[config.mk]
export PLATFORM = sky130hd
export DESIGN_NAME = retire_unit_flat
export DESIGN_NICKNAME = d
export VERILOG_FILES = /design/src/rtl/retire_unit_if.sv /design/src/rtl/retire_unit.sv /design/src/flat_wrapper.sv
export SDC_FILE = /design/constraint.sdc
export NUM_CORES = 1
export LEC_CHECK = 0
export BUFFER_PORTS_ARGS = -buffer_cell sky130_fd_sc_hd__buf_2
export CAP_MARGIN = 5
export CORE_MARGIN = 3
export CORE_UTILIZATION = 31
export CTS_BUF_LIST = sky130_fd_sc_hd__clkbuf_16
export DETAILED_ROUTE_END_ITERATION = 10
export GPL_TIMING_DRIVEN = 1
export HOLD_SLACK_MARGIN = 0.06
export PLACE_DENSITY = 0.64
export SLEW_MARGIN = 20
export SYNTH_ARGS = -nofsm -noshare
export SYNTH_HDL_FRONTEND = slang
export SYNTH_SLANG_ARGS = --single-unit
[constraint.sdc]
create_clock -name clock -period 2.55 [get_ports clock]
set_input_delay 0 -clock clock [delete_from_list [all_inputs] [get_ports clock]]
set_output_delay 0 -clock clock [all_outputs]
set_load 0.05 [all_outputs]
[src/rtl/retire_unit_if.sv]
// -----------------------------------------------------------------------------
// retire_unit_if
// Bundle between the ROB head / complete list and the in-order retire stage.
// The retire unit connects through the "master" modport (it is the producer of
// the freed-tag list); the surrounding core or a testbench uses "slave".
//
// Signals
//   rob_head_valid/t_new/t_old/arch/has_dst/halt : up to N oldest ROB entries
//   complete_list    : completed physical tag bitvector
//   retire_stall     : downstream cannot accept retirement this cycle
//   rob_retire_count : entries popped this cycle
//   phys_reg_freeing : T_old tags freed this cycle, compacted from slot 0
//   free_count       : number of valid phys_reg_freeing slots
//   arch_map         : retirement (architectural) map table
//   halted           : a halt instruction has retired
//   retired_total    : running retired-entry count (only with RETIRE_PERF_CNT_EN)
// -----------------------------------------------------------------------------
interface retire_unit_if #(
    parameter int N         = 3,
    parameter int ARCH_REGS = 32,
    parameter int PHYS_REGS = 64,
    parameter int CNT_BITS  = 2
);
    localparam int IDX = $clog2(PHYS_REGS);

    logic [N-1:0]                 rob_head_valid;
    logic [N-1:0][IDX-1:0]        rob_head_t_new;
    logic [N-1:0][IDX-1:0]        rob_head_t_old;
    logic [N-1:0][4:0]            rob_head_arch;
    logic [N-1:0]                 rob_head_has_dst;
    logic [N-1:0]                 rob_head_halt;
    logic [PHYS_REGS-1:0]         complete_list;
    logic                         retire_stall;
    logic [CNT_BITS-1:0]          rob_retire_count;
    logic [N-1:0][IDX-1:0]        phys_reg_freeing;
    logic [CNT_BITS-1:0]          free_count;
    logic [ARCH_REGS-1:0][IDX-1:0] arch_map;
    logic                         halted;
`ifdef RETIRE_PERF_CNT_EN
    logic [31:0]                  retired_total;
`endif

    modport master (
        input  rob_head_valid, rob_head_t_new, rob_head_t_old, rob_head_arch,
        input  rob_head_has_dst, rob_head_halt, complete_list, retire_stall,
        output rob_retire_count, phys_reg_freeing, free_count, arch_map,
        output halted
`ifdef RETIRE_PERF_CNT_EN
        , output retired_total
`endif
    );

    modport slave (
        output rob_head_valid, rob_head_t_new, rob_head_t_old, rob_head_arch,
        output rob_head_has_dst, rob_head_halt, complete_list, retire_stall,
        input  rob_retire_count, phys_reg_freeing, free_count, arch_map,
        input  halted
`ifdef RETIRE_PERF_CNT_EN
        , input retired_total
`endif
    );
endinterface

[src/rtl/retire_unit.sv]
// -----------------------------------------------------------------------------
// retire_unit
// In-order retire stage of the R10K-style out-of-order core. Each cycle it looks
// at up to N ROB head entries and retires the leading run whose destination tag
// (T_new) is complete. Freed T_old tags go back to the free list compacted into
// slots 0..f-1, the ROB is popped by k in the same cycle, and the retirement map
// table used for mispredict recovery is updated at the clock edge. Retiring a
// halt instruction stops the core until reset.
//
// Ports
//   clock : rising-edge clock
//   reset : asynchronous, active-low reset
//   rif   : retire_unit_if.master (ROB head inputs, complete list, stall,
//           retire count, freed tags, free count, arch map, halted)
//
// Optional feature: define RETIRE_PERF_CNT_EN to add rif.retired_total, a
// 32-bit wrapping count of retired entries (reset to 0).
// -----------------------------------------------------------------------------
module retire_unit #(
    parameter int N         = 3,
    parameter int ARCH_REGS = 32,
    parameter int PHYS_REGS = 64,
    parameter int CNT_BITS  = 2
) (
    input  logic          clock,
    input  logic          reset,
    retire_unit_if.master rif
);
    localparam int IDX = $clog2(PHYS_REGS);

    typedef enum logic [0:0] {
        ST_RUN    = 1'b0,
        ST_HALTED = 1'b1
    } state_t;

    state_t                        state_r;
    state_t                        state_nxt_s;
    logic                          retire_en_s;
    logic                          run_s;
    logic [N-1:0]                  take_s;
    logic                          halt_take_s;
    logic [CNT_BITS-1:0]           k_s;
    logic [CNT_BITS-1:0]           f_s;
    logic [N-1:0][IDX-1:0]         freeing_s;
    logic [ARCH_REGS-1:0][IDX-1:0] arch_map_r;
`ifdef RETIRE_PERF_CNT_EN
    logic [31:0]                   retired_total_r;
`endif

    // Leading run of ready slots; the run stops after the first halt it contains
    always_comb begin
        take_s      = '0;
        halt_take_s = 1'b0;
        k_s         = '0;
        run_s       = retire_en_s;
        for (int i = 0; i < N; i++) begin
            if (run_s && rif.rob_head_valid[i] &&
                (!rif.rob_head_has_dst[i] || rif.complete_list[rif.rob_head_t_new[i]])) begin
                take_s[i]   = 1'b1;
                k_s         = k_s + CNT_BITS'(1);
                halt_take_s = halt_take_s | rif.rob_head_halt[i];
                run_s       = ~rif.rob_head_halt[i];
            end else begin
                run_s = 1'b0;
            end
        end
    end

    // Compact T_old of retiring register writers into slots 0..f-1, oldest first
    always_comb begin
        freeing_s = '0;
        f_s       = '0;
        for (int i = 0; i < N; i++) begin
            if (take_s[i] && rif.rob_head_has_dst[i]) begin
                freeing_s[f_s] = rif.rob_head_t_old[i];
                f_s            = f_s + CNT_BITS'(1);
            end else begin
                f_s = f_s;
            end
        end
    end

    // FSM state register
    always_ff @(posedge clock or negedge reset) begin
        if (!reset) begin
            state_r <= ST_RUN;
        end else begin
            state_r <= state_nxt_s;
        end
    end

    // FSM next state: a retired halt parks the core until reset
    always_comb begin
        state_nxt_s = state_r;
        case (state_r)
            ST_RUN: begin
                if (halt_take_s) begin
                    state_nxt_s = ST_HALTED;
                end else begin
                    state_nxt_s = ST_RUN;
                end
            end
            ST_HALTED: state_nxt_s = ST_HALTED;
            default:   state_nxt_s = ST_RUN;
        endcase
    end

    // FSM outputs: retire only while running and not stalled
    always_comb begin
        retire_en_s = (state_r == ST_RUN) && !rif.retire_stall;
        rif.halted  = (state_r == ST_HALTED);
    end

    // Retirement map: younger slots are applied later so they win on the same arch reg
    always_ff @(posedge clock or negedge reset) begin
        if (!reset) begin
            for (int r = 0; r < ARCH_REGS; r++) begin
                arch_map_r[r] <= IDX'(r);
            end
        end else begin
            for (int i = 0; i < N; i++) begin
                if (take_s[i] && rif.rob_head_has_dst[i]) begin
                    arch_map_r[rif.rob_head_arch[i]] <= rif.rob_head_t_new[i];
                end
            end
        end
    end

`ifdef RETIRE_PERF_CNT_EN
    // Running total of retired entries, wraps at 2^32
    always_ff @(posedge clock or negedge reset) begin
        if (!reset) begin
            retired_total_r <= 32'd0;
        end else begin
            retired_total_r <= retired_total_r + 32'(k_s);
        end
    end
`else
    // No retirement performance counter in this build
`endif

    // Same-cycle retire outputs; held at zero while reset is asserted
    always_comb begin
        rif.arch_map = arch_map_r;
`ifdef RETIRE_PERF_CNT_EN
        rif.retired_total = retired_total_r;
`endif
        if (reset) begin
            rif.rob_retire_count = k_s;
            rif.free_count       = f_s;
            rif.phys_reg_freeing = freeing_s;
        end else begin
            rif.rob_retire_count = '0;
            rif.free_count       = '0;
            rif.phys_reg_freeing = '0;
        end
    end
endmodule

[src/flat_wrapper.sv]
// flat-port wrapper written by rule: the top's interface ports become plain ports
module retire_unit_flat 
#(
    parameter int N         = 3,
    parameter int ARCH_REGS = 32,
    parameter int PHYS_REGS = 64,
    parameter int CNT_BITS  = 2
)
  (clock, reset, rif_rob_head_valid, rif_rob_head_t_new, rif_rob_head_t_old, rif_rob_head_arch, rif_rob_head_has_dst, rif_rob_head_halt, rif_complete_list, rif_retire_stall, rif_rob_retire_count, rif_phys_reg_freeing, rif_free_count, rif_arch_map, rif_halted);
  retire_unit_if #(.N(N), .ARCH_REGS(ARCH_REGS), .PHYS_REGS(PHYS_REGS), .CNT_BITS(CNT_BITS)) rif_i ();
  input  logic clock;
  input  logic reset;
  input wire logic [$bits(rif_i.rob_head_valid)-1:0] rif_rob_head_valid;
  input wire logic [$bits(rif_i.rob_head_t_new)-1:0] rif_rob_head_t_new;
  input wire logic [$bits(rif_i.rob_head_t_old)-1:0] rif_rob_head_t_old;
  input wire logic [$bits(rif_i.rob_head_arch)-1:0] rif_rob_head_arch;
  input wire logic [$bits(rif_i.rob_head_has_dst)-1:0] rif_rob_head_has_dst;
  input wire logic [$bits(rif_i.rob_head_halt)-1:0] rif_rob_head_halt;
  input wire logic [$bits(rif_i.complete_list)-1:0] rif_complete_list;
  input wire logic [$bits(rif_i.retire_stall)-1:0] rif_retire_stall;
  output wire logic [$bits(rif_i.rob_retire_count)-1:0] rif_rob_retire_count;
  output wire logic [$bits(rif_i.phys_reg_freeing)-1:0] rif_phys_reg_freeing;
  output wire logic [$bits(rif_i.free_count)-1:0] rif_free_count;
  output wire logic [$bits(rif_i.arch_map)-1:0] rif_arch_map;
  output wire logic [$bits(rif_i.halted)-1:0] rif_halted;
  assign rif_i.rob_head_valid = rif_rob_head_valid;
  assign rif_i.rob_head_t_new = rif_rob_head_t_new;
  assign rif_i.rob_head_t_old = rif_rob_head_t_old;
  assign rif_i.rob_head_arch = rif_rob_head_arch;
  assign rif_i.rob_head_has_dst = rif_rob_head_has_dst;
  assign rif_i.rob_head_halt = rif_rob_head_halt;
  assign rif_i.complete_list = rif_complete_list;
  assign rif_i.retire_stall = rif_retire_stall;
  assign rif_rob_retire_count = rif_i.rob_retire_count;
  assign rif_phys_reg_freeing = rif_i.phys_reg_freeing;
  assign rif_free_count = rif_i.free_count;
  assign rif_arch_map = rif_i.arch_map;
  assign rif_halted = rif_i.halted;
  retire_unit #(.N(N), .ARCH_REGS(ARCH_REGS), .PHYS_REGS(PHYS_REGS), .CNT_BITS(CNT_BITS)) u_core (.clock(clock), .reset(reset), .rif(rif_i));
endmodule
== Yosys cells after proc, flatten, opt, wreduce, memory -nomap -nowiden ==
Index checks and enable logic that the tools add are counted.

* Add/sub/neg operators: 4
* Magnitude comparators: 13
* Mux-type cells: 46
* Bitwise logic cells: 5
* Reductions and logical operators: 22

{| class="wikitable"
|+ Operator list
! operator !! number
|-
| $bwmux W192 || 3
|-
| $mux W192 || 3
|-
| $demux W6 S5 || 3
|-
| $mux W18 || 3
|-
| $bwmux W18 || 2
|-
| $mux W6 || 6
|-
| $demux W6 S2 || 2
|-
| $lt A6 B7 Y1 const B || 3
|-
| $bmux W1 S6 || 3
|-
| $lt A5 B6 Y1 const B || 3
|-
| $ge A5 B1 Y1 const B || 3
|-
| $logic_and A1 B1 Y1 || 15
|-
| $mux W1 || 14
|-
| $mux W2 || 6
|-
| $add A1 B1 Y2 const B || 2
|-
| $add A2 B1 Y2 const B || 2
|-
| $logic_not A1 Y1 || 4
|-
| $logic_or A1 B1 Y1 || 3
|-
| $lt A1 B3 Y1 const B || 1
|-
| $lt A2 B3 Y1 const B || 1
|-
| $not A1 Y1 || 3
|-
| $ge A2 B1 Y1 const B || 1
|-
| $or A1 B1 Y1 || 2
|-
| $pmux W1 S2 || 1
|-
| $ge A1 B1 Y1 const B || 1
|}

* Flip-flop bits (word level): 193
* Input port bits: 127
* Output and inout port bits: 215
* Word-level logic and storage cells: 123

== Logic depth before layout (Yosys ltp) ==
* Depth in word-level cells: 17
* Mapped depth: 17
* Gate-level depth less buffers: 12

== Worst setup path before layout ==
Ideal clock, no wire load.

* Path type: input to output
* From: input port rif_rob_head_t_new[0]
* To: output port rif_phys_reg_freeing[8]
* Arrival: 3.498 ns
* Data required time: 2.550 ns
* Path slack: -0.948 ns
* Stages on the path: 14
* Path buffers: 4
* Cells stage by stage: clkbuf_1 -> nor2b_1 -> clkbuf_1 -> a22oi_1 -> nand4b_1 -> nand4_1 -> clkbuf_1 -> clkbuf_1 -> mux2i_1 -> nor2_1 -> inv_1 -> ha_1 -> nand3_1 -> o31ai_1

* Cells in the longest elaborated chain, start to end: 17
* Elaborated cells between the ends (all ways): 34
* Classes of those cells: add/sub: 1; order compare: 4; mux: 18; reduce/logical: 11

{| class="wikitable"
|+ RTL lines
! item !! RTL line !! source
|-
| start, declared || flat_wrapper.sv:14 || <nowiki>input wire logic [$bits(rif_i.rob_head_t_new)-1:0] rif_rob_head_t_new;</nowiki>
|-
| $bmux W1 S6 (*) || retire_unit.sv:58 || <nowiki>(!rif.rob_head_has_dst[i] || rif.complete_list[rif.rob_head_t_new[i]])) begin</nowiki>
|-
| $mux W1 (not written as such) (*) || retire_unit.sv:58 ||
|-
| $logic_or A1 B1 Y1 (*) || retire_unit.sv:58 ||
|-
| $logic_and A1 B1 Y1 (*) || retire_unit.sv:57 || <nowiki>if (run_s && rif.rob_head_valid[i] &&</nowiki>
|-
| $mux W1 || retire_unit.sv:57 ||
|-
| $logic_and A1 B1 Y1 (2 in a row) || retire_unit.sv:57 ||
|-
| $mux W1 || retire_unit.sv:57 ||
|-
| $logic_and A1 B1 Y1 || retire_unit.sv:74 || <nowiki>if (take_s[i] && rif.rob_head_has_dst[i]) begin</nowiki>
|-
| $mux W2 || retire_unit.sv:74 ||
|-
| $lt A2 B3 Y1 (not written as such) or $ge A2 B1 Y1 (tied branches) || retire_unit.sv:75 || <nowiki>freeing_s[f_s] = rif.rob_head_t_old[i];</nowiki>
|-
| $logic_and A1 B1 Y1 (not written as such) || retire_unit.sv:75 ||
|-
| $mux W6 (not written as such) || retire_unit.sv:75 ||
|-
| $demux W6 S2 || - ||
|-
| $bwmux W18 || retire_unit.sv:75 ||
|-
| $mux W18 (*) || retire_unit.sv:74 ||
|-
| $mux W18 (*) || retire_unit.sv:148 || <nowiki>if (reset) begin</nowiki>
|-
| end, declared || flat_wrapper.sv:22 || <nowiki>output wire logic [$bits(rif_i.phys_reg_freeing)-1:0] rif_phys_reg_freeing;</nowiki>
|}

Every way passes the cells marked *; elsewhere a longest branch is shown, timed or not. The select of a mux whose other input is x is not followed.

== Final worst setup path ==
* From: register u_core.state_r, in the netlist u_core.rif.halted
* To: output port rif_rob_retire_count[1]

* Cells in the longest elaborated chain, start to end: 12
* Elaborated cells between the ends (all ways): 16
* Classes of those cells: add/sub: 2; mux: 6; bitwise: 1; reduce/logical: 7

{| class="wikitable"
|+ RTL lines
! item !! RTL line !! source
|-
| start, declared || retire_unit.sv:36 || <nowiki>state_t state_r;</nowiki>
|-
| start signal, assigned || retire_unit.sv:88 || <nowiki>state_r <= state_nxt_s;</nowiki>
|-
| $not A1 Y1 (*) || retire_unit.sv:110 || <nowiki>retire_en_s = (state_r == ST_RUN) && !rif.retire_stall;</nowiki>
|-
| $logic_and A1 B1 Y1 (*) || retire_unit.sv:110 ||
|-
| $logic_and A1 B1 Y1 (*) (2 in a row) || retire_unit.sv:57 ||
|-
| parallel branches: the longest is 6 deep, another holds $add A1 B1 Y2 || - ||
|-
| $mux W2 (*) || retire_unit.sv:57 ||
|-
| $mux W2 (*) || retire_unit.sv:148 ||
|-
| end, declared || flat_wrapper.sv:21 || <nowiki>output wire logic [$bits(rif_i.rob_retire_count)-1:0] rif_rob_retire_count;</nowiki>
|}

Mark *: on every way between the ends.

==> results.sh <==
export IMPL_status="finished with violations"
export IMPL_violations="setup timing"
export IMPL_period_needed_ps=2790
export IMPL_synth_area_um2=14900
export IMPL_rrSetupSlack_ps=-130
export IMPL_die_area_um2=50700
export IMPL_p_int_mw=5.64
export IMPL_maxSlewViolCount=0
export IMPL_p_sw_frac=0.372
export IMPL_power_frac_seq=0.382
export IMPL_cp_start_kind="flip-flop"
export IMPL_synth_most_common_cell="o21ai_0"
export IMPL_antenna_left=0
export IMPL_slew_headroom=0.305
export IMPL_final_util=0.445
export IMPL_synth_cell_type_count=65
export IMPL_skew_ps=22.5
export IMPL_routed_wl_um=69400
export IMPL_fp_dieW_um=225
export IMPL_fin_cells=2849
export IMPL_start_util=0.317
export IMPL_tightest_slew_ps=1040
export IMPL_fmax_mhz=358
export IMPL_rr_worst_depth=15
export IMPL_grt_overflow_total=0
export IMPL_power_frac_comb=0.302
export IMPL_whs_path_depth=4
export IMPL_synth_edf_count=0
export IMPL_slowest_delay_ps=430
export IMPL_power_leakage_nw=10.7
export IMPL_critical_path_peak_fanout=5
export IMPL_grt_pass1_vias=15800
export IMPL_grt_max_degree=175
export IMPL_antenna_found_initial=10
export IMPL_layout_nets=2349
export IMPL_syn2layout_area_growth_pct=40.6
export IMPL_cp_required_ps=2550
export IMPL_cts_tree="yes"
export IMPL_tns_ps=-9210
export IMPL_ys_flop_type="dfrtp_1"
export IMPL_worstPathArrival_ps=2790
export IMPL_async_flop_share=1.00
export IMPL_yosys_area_top_type="dfrtp_1"
export IMPL_drive_gt1_frac=0.433
export IMPL_period_share=1.10
export IMPL_place_inst=2758
export IMPL_synth_seq_cells=193
export IMPL_wl_per_cell_um=24.4
export IMPL_syn_nets=1874
export IMPL_io_pins=342
export IMPL_dieHeight_um=225
export IMPL_ys_top_cells_by_area="dfrtp_1 (19%), mux2i_1 (15%), dfstp_2 (14%)"
export IMPL_whs_endpoint="u_core.rif.arch_map[128]"
export IMPL_p_switching_mw=3.35
export IMPL_yosysSeqAreaShare=0.331
export IMPL_finalSetupViolations=99
export IMPL_dp_hpwl_um=50900
export IMPL_firstDrtPassIters=5
export IMPL_rows=79
export IMPL_postPlaceCellArea_um2=19100
export IMPL_maxCapViolations=0
export IMPL_yosys_warnings=0
export IMPL_portBuffers=341
export IMPL_drc=0
export IMPL_synth_top_area_frac=0.190
export IMPL_cellPowerDensity_nw_per_um2=429
export IMPL_clk_path_buf_depth=2
export IMPL_htreeDepth=4
export IMPL_timing_rr_start="u_core.rif.halted"
export IMPL_clock_latency_ps=470
export IMPL_path_clk_slew_ps=90
export IMPL_crit_path_top_delay_cell="dfrtp_2"
export IMPL_grt_total_usage=0.264
export IMPL_fin_ws_ps=-243
export IMPL_timing_rr_end="u_core.rif.arch_map[4]"
export IMPL_grt_pass1_wl_um=101000
export IMPL_design_area_um2=20900
export IMPL_grt_setup_unrepaired="true"
export IMPL_vias=16100
export IMPL_preCtsSetupSlack_ps=-552
export IMPL_cts_sinks=193
export IMPL_avgSynthCellArea_um2=8.54
export IMPL_worstSetupPathType="reg2out"
export IMPL_power_mw=8.99
export IMPL_end_kind="output pin"
export IMPL_holdCritPathClass="in2reg"
export IMPL_path_cells="nor3b_2 -> buf_4 -> o21a_4 -> and2_4 -> inv_2 -> buf_6 -> nor3b_4 -> inv_4 -> buf_6 -> ha_4 -> a211oi_4 -> buf_12"
export IMPL_drt_iter0_markers=1502
export IMPL_hp_start="rif_rob_head_t_new[14]"
export IMPL_root_buffer="clkbuf_16"
export IMPL_synthTopCellsByCount="o21ai_0 (321), nand2_1 (293), mux2i_1 (229)"
export IMPL_post_drt_via_cell_ratio=5.66
export IMPL_hold_viol=0
export IMPL_cpMostUsedCell="buf_6"
export IMPL_holdWs_ps=95.8
export IMPL_core_um2=47100
export IMPL_routabilityCongestion=0.970
export IMPL_peakVddDrop_mv=0.469
export IMPL_clockPowerShare=0.316
export IMPL_syn_instance_count=1744
export IMPL_cts_buffers=17
[cell families (layout without fill, tap and decap cells)]
| kind of cell | after synthesis | in the layout | synth area share |
|---|---|---|---|
| xor gates and xnor gates | 2 | 2 | 0.00118 |
| adders and majority gates | 3 | 3 | 0.00252 |
| buffers and inverters | 192 | 680 | 0.0570 |
| other | 0 | 10 | 0 |
| DFF | 193 | 193 | 0.331 |
| AOI/OAI and AO/OA | 460 | 460 | 0.173 |
| muxes | 323 | 323 | 0.248 |
| and+or+nand+nor | 571 | 571 | 0.187 |
[critical path, delay by kind of cell, from the launching register on]
kind	cells	cell delay (ps)
buf+inv	6	730
flops	1	430
fa+ha+maj	1	150
compound gates	2	460
simple gates	3	540
[flip-flops by register name, indices dropped and copies added, names as in the netlist]
register	flops
u_core.rif.halted	1
u_core.rif.arch_map	192
[cell usage in the layout (no fill, tap or decap), drive strengths merged, types with 3 or more instances in the layout]
cell type,n
a21oi,32
a221oi,6
a22o,5
a22oi,41
and2,9
buf,625
clkbuf,19
clkinv,6
dfrtp,113
dfstp,80
diode,10
dlygate4sd3,9
ha,3
inv,16
mux2,69
mux2i,229
mux4,25
nand2,293
nand2b,7
nand3,16
nand3b,11
nand4,28
nand4b,4
nor2,72
nor2b,9
nor3,48
nor3b,3
nor4,37
o211ai,22
o21ai,341
or2,3
or3,10
or3b,6
or4,10
[cell type report]
type | instances | area [µm²]
clock buffer | 17 | 425
antenna | 10 | 25.0
inverter | 9 | 36.3
tap | 607 | 759
fill | 4572 | 26100
sequential | 193 | 4930
multi-input combinational | 1359 | 9940
clock inverter | 15 | 171
timing repair buffer | 639 | 4660
[power by group through the flow]
stage          Combinational [mW]  Clock (mW)  Sequential [mW]
2_1_floorplan               0.926           0             4.13
3_3_place_gp                 2.52           0             3.48
3_5_place_dp                 2.55           0             3.49
4_1_cts                      2.64        2.89             3.44
5_1_grt                      2.86        2.99             3.45
6_report                     2.71        2.84             3.44
[how the worst max path moves through the flow]
stage	start	end	slack, ps	cells after the start
6_report	u_core.rif.halted	rif_rob_retire_count[1]	-240	12
2_1_floorplan	rif_rob_head_t_new[2]	u_core.rif.arch_map[45]	-120	15
4_1_cts	u_core.rif.halted	rif_rob_retire_count[1]	-300	12
3_3_place_gp	rif_rob_head_t_new[8]	u_core.rif.arch_map[50]	-520	15
3_5_place_dp	rif_rob_head_t_new[8]	rif_phys_reg_freeing[6]	-550	13
5_1_grt	u_core.rif.halted	rif_rob_retire_count[1]	-330	12
[layer usage]
| metal | part of all wire | wire (µm) | GRT usage | up-vias |
|---|---|---|---|---|
| met5 | 0.00029 | 20 | 0 | - |
| met4 | 0.031 | 2140 | 0.0882 | 2 |
| met3 | 0.085 | 5890 | 0.0550 | 126 |
| met2 | 0.49 | 33700 | 0.451 | 812 |
| met1 | 0.40 | 27600 | 0.333 | 7915 |
| li1 | - | - | - | 7277 |
[repair_timing]
item                       CTS  global route
setup endpoints to repair   69           170
hold endpoints to repair    44             0
buffers inserted            17            12
pin swaps                   21            25
cloned                       5             9
hold buffers                 9             0
gates resized for setup    101           181
Note: power is estimated with default switching activity, not from simulation.
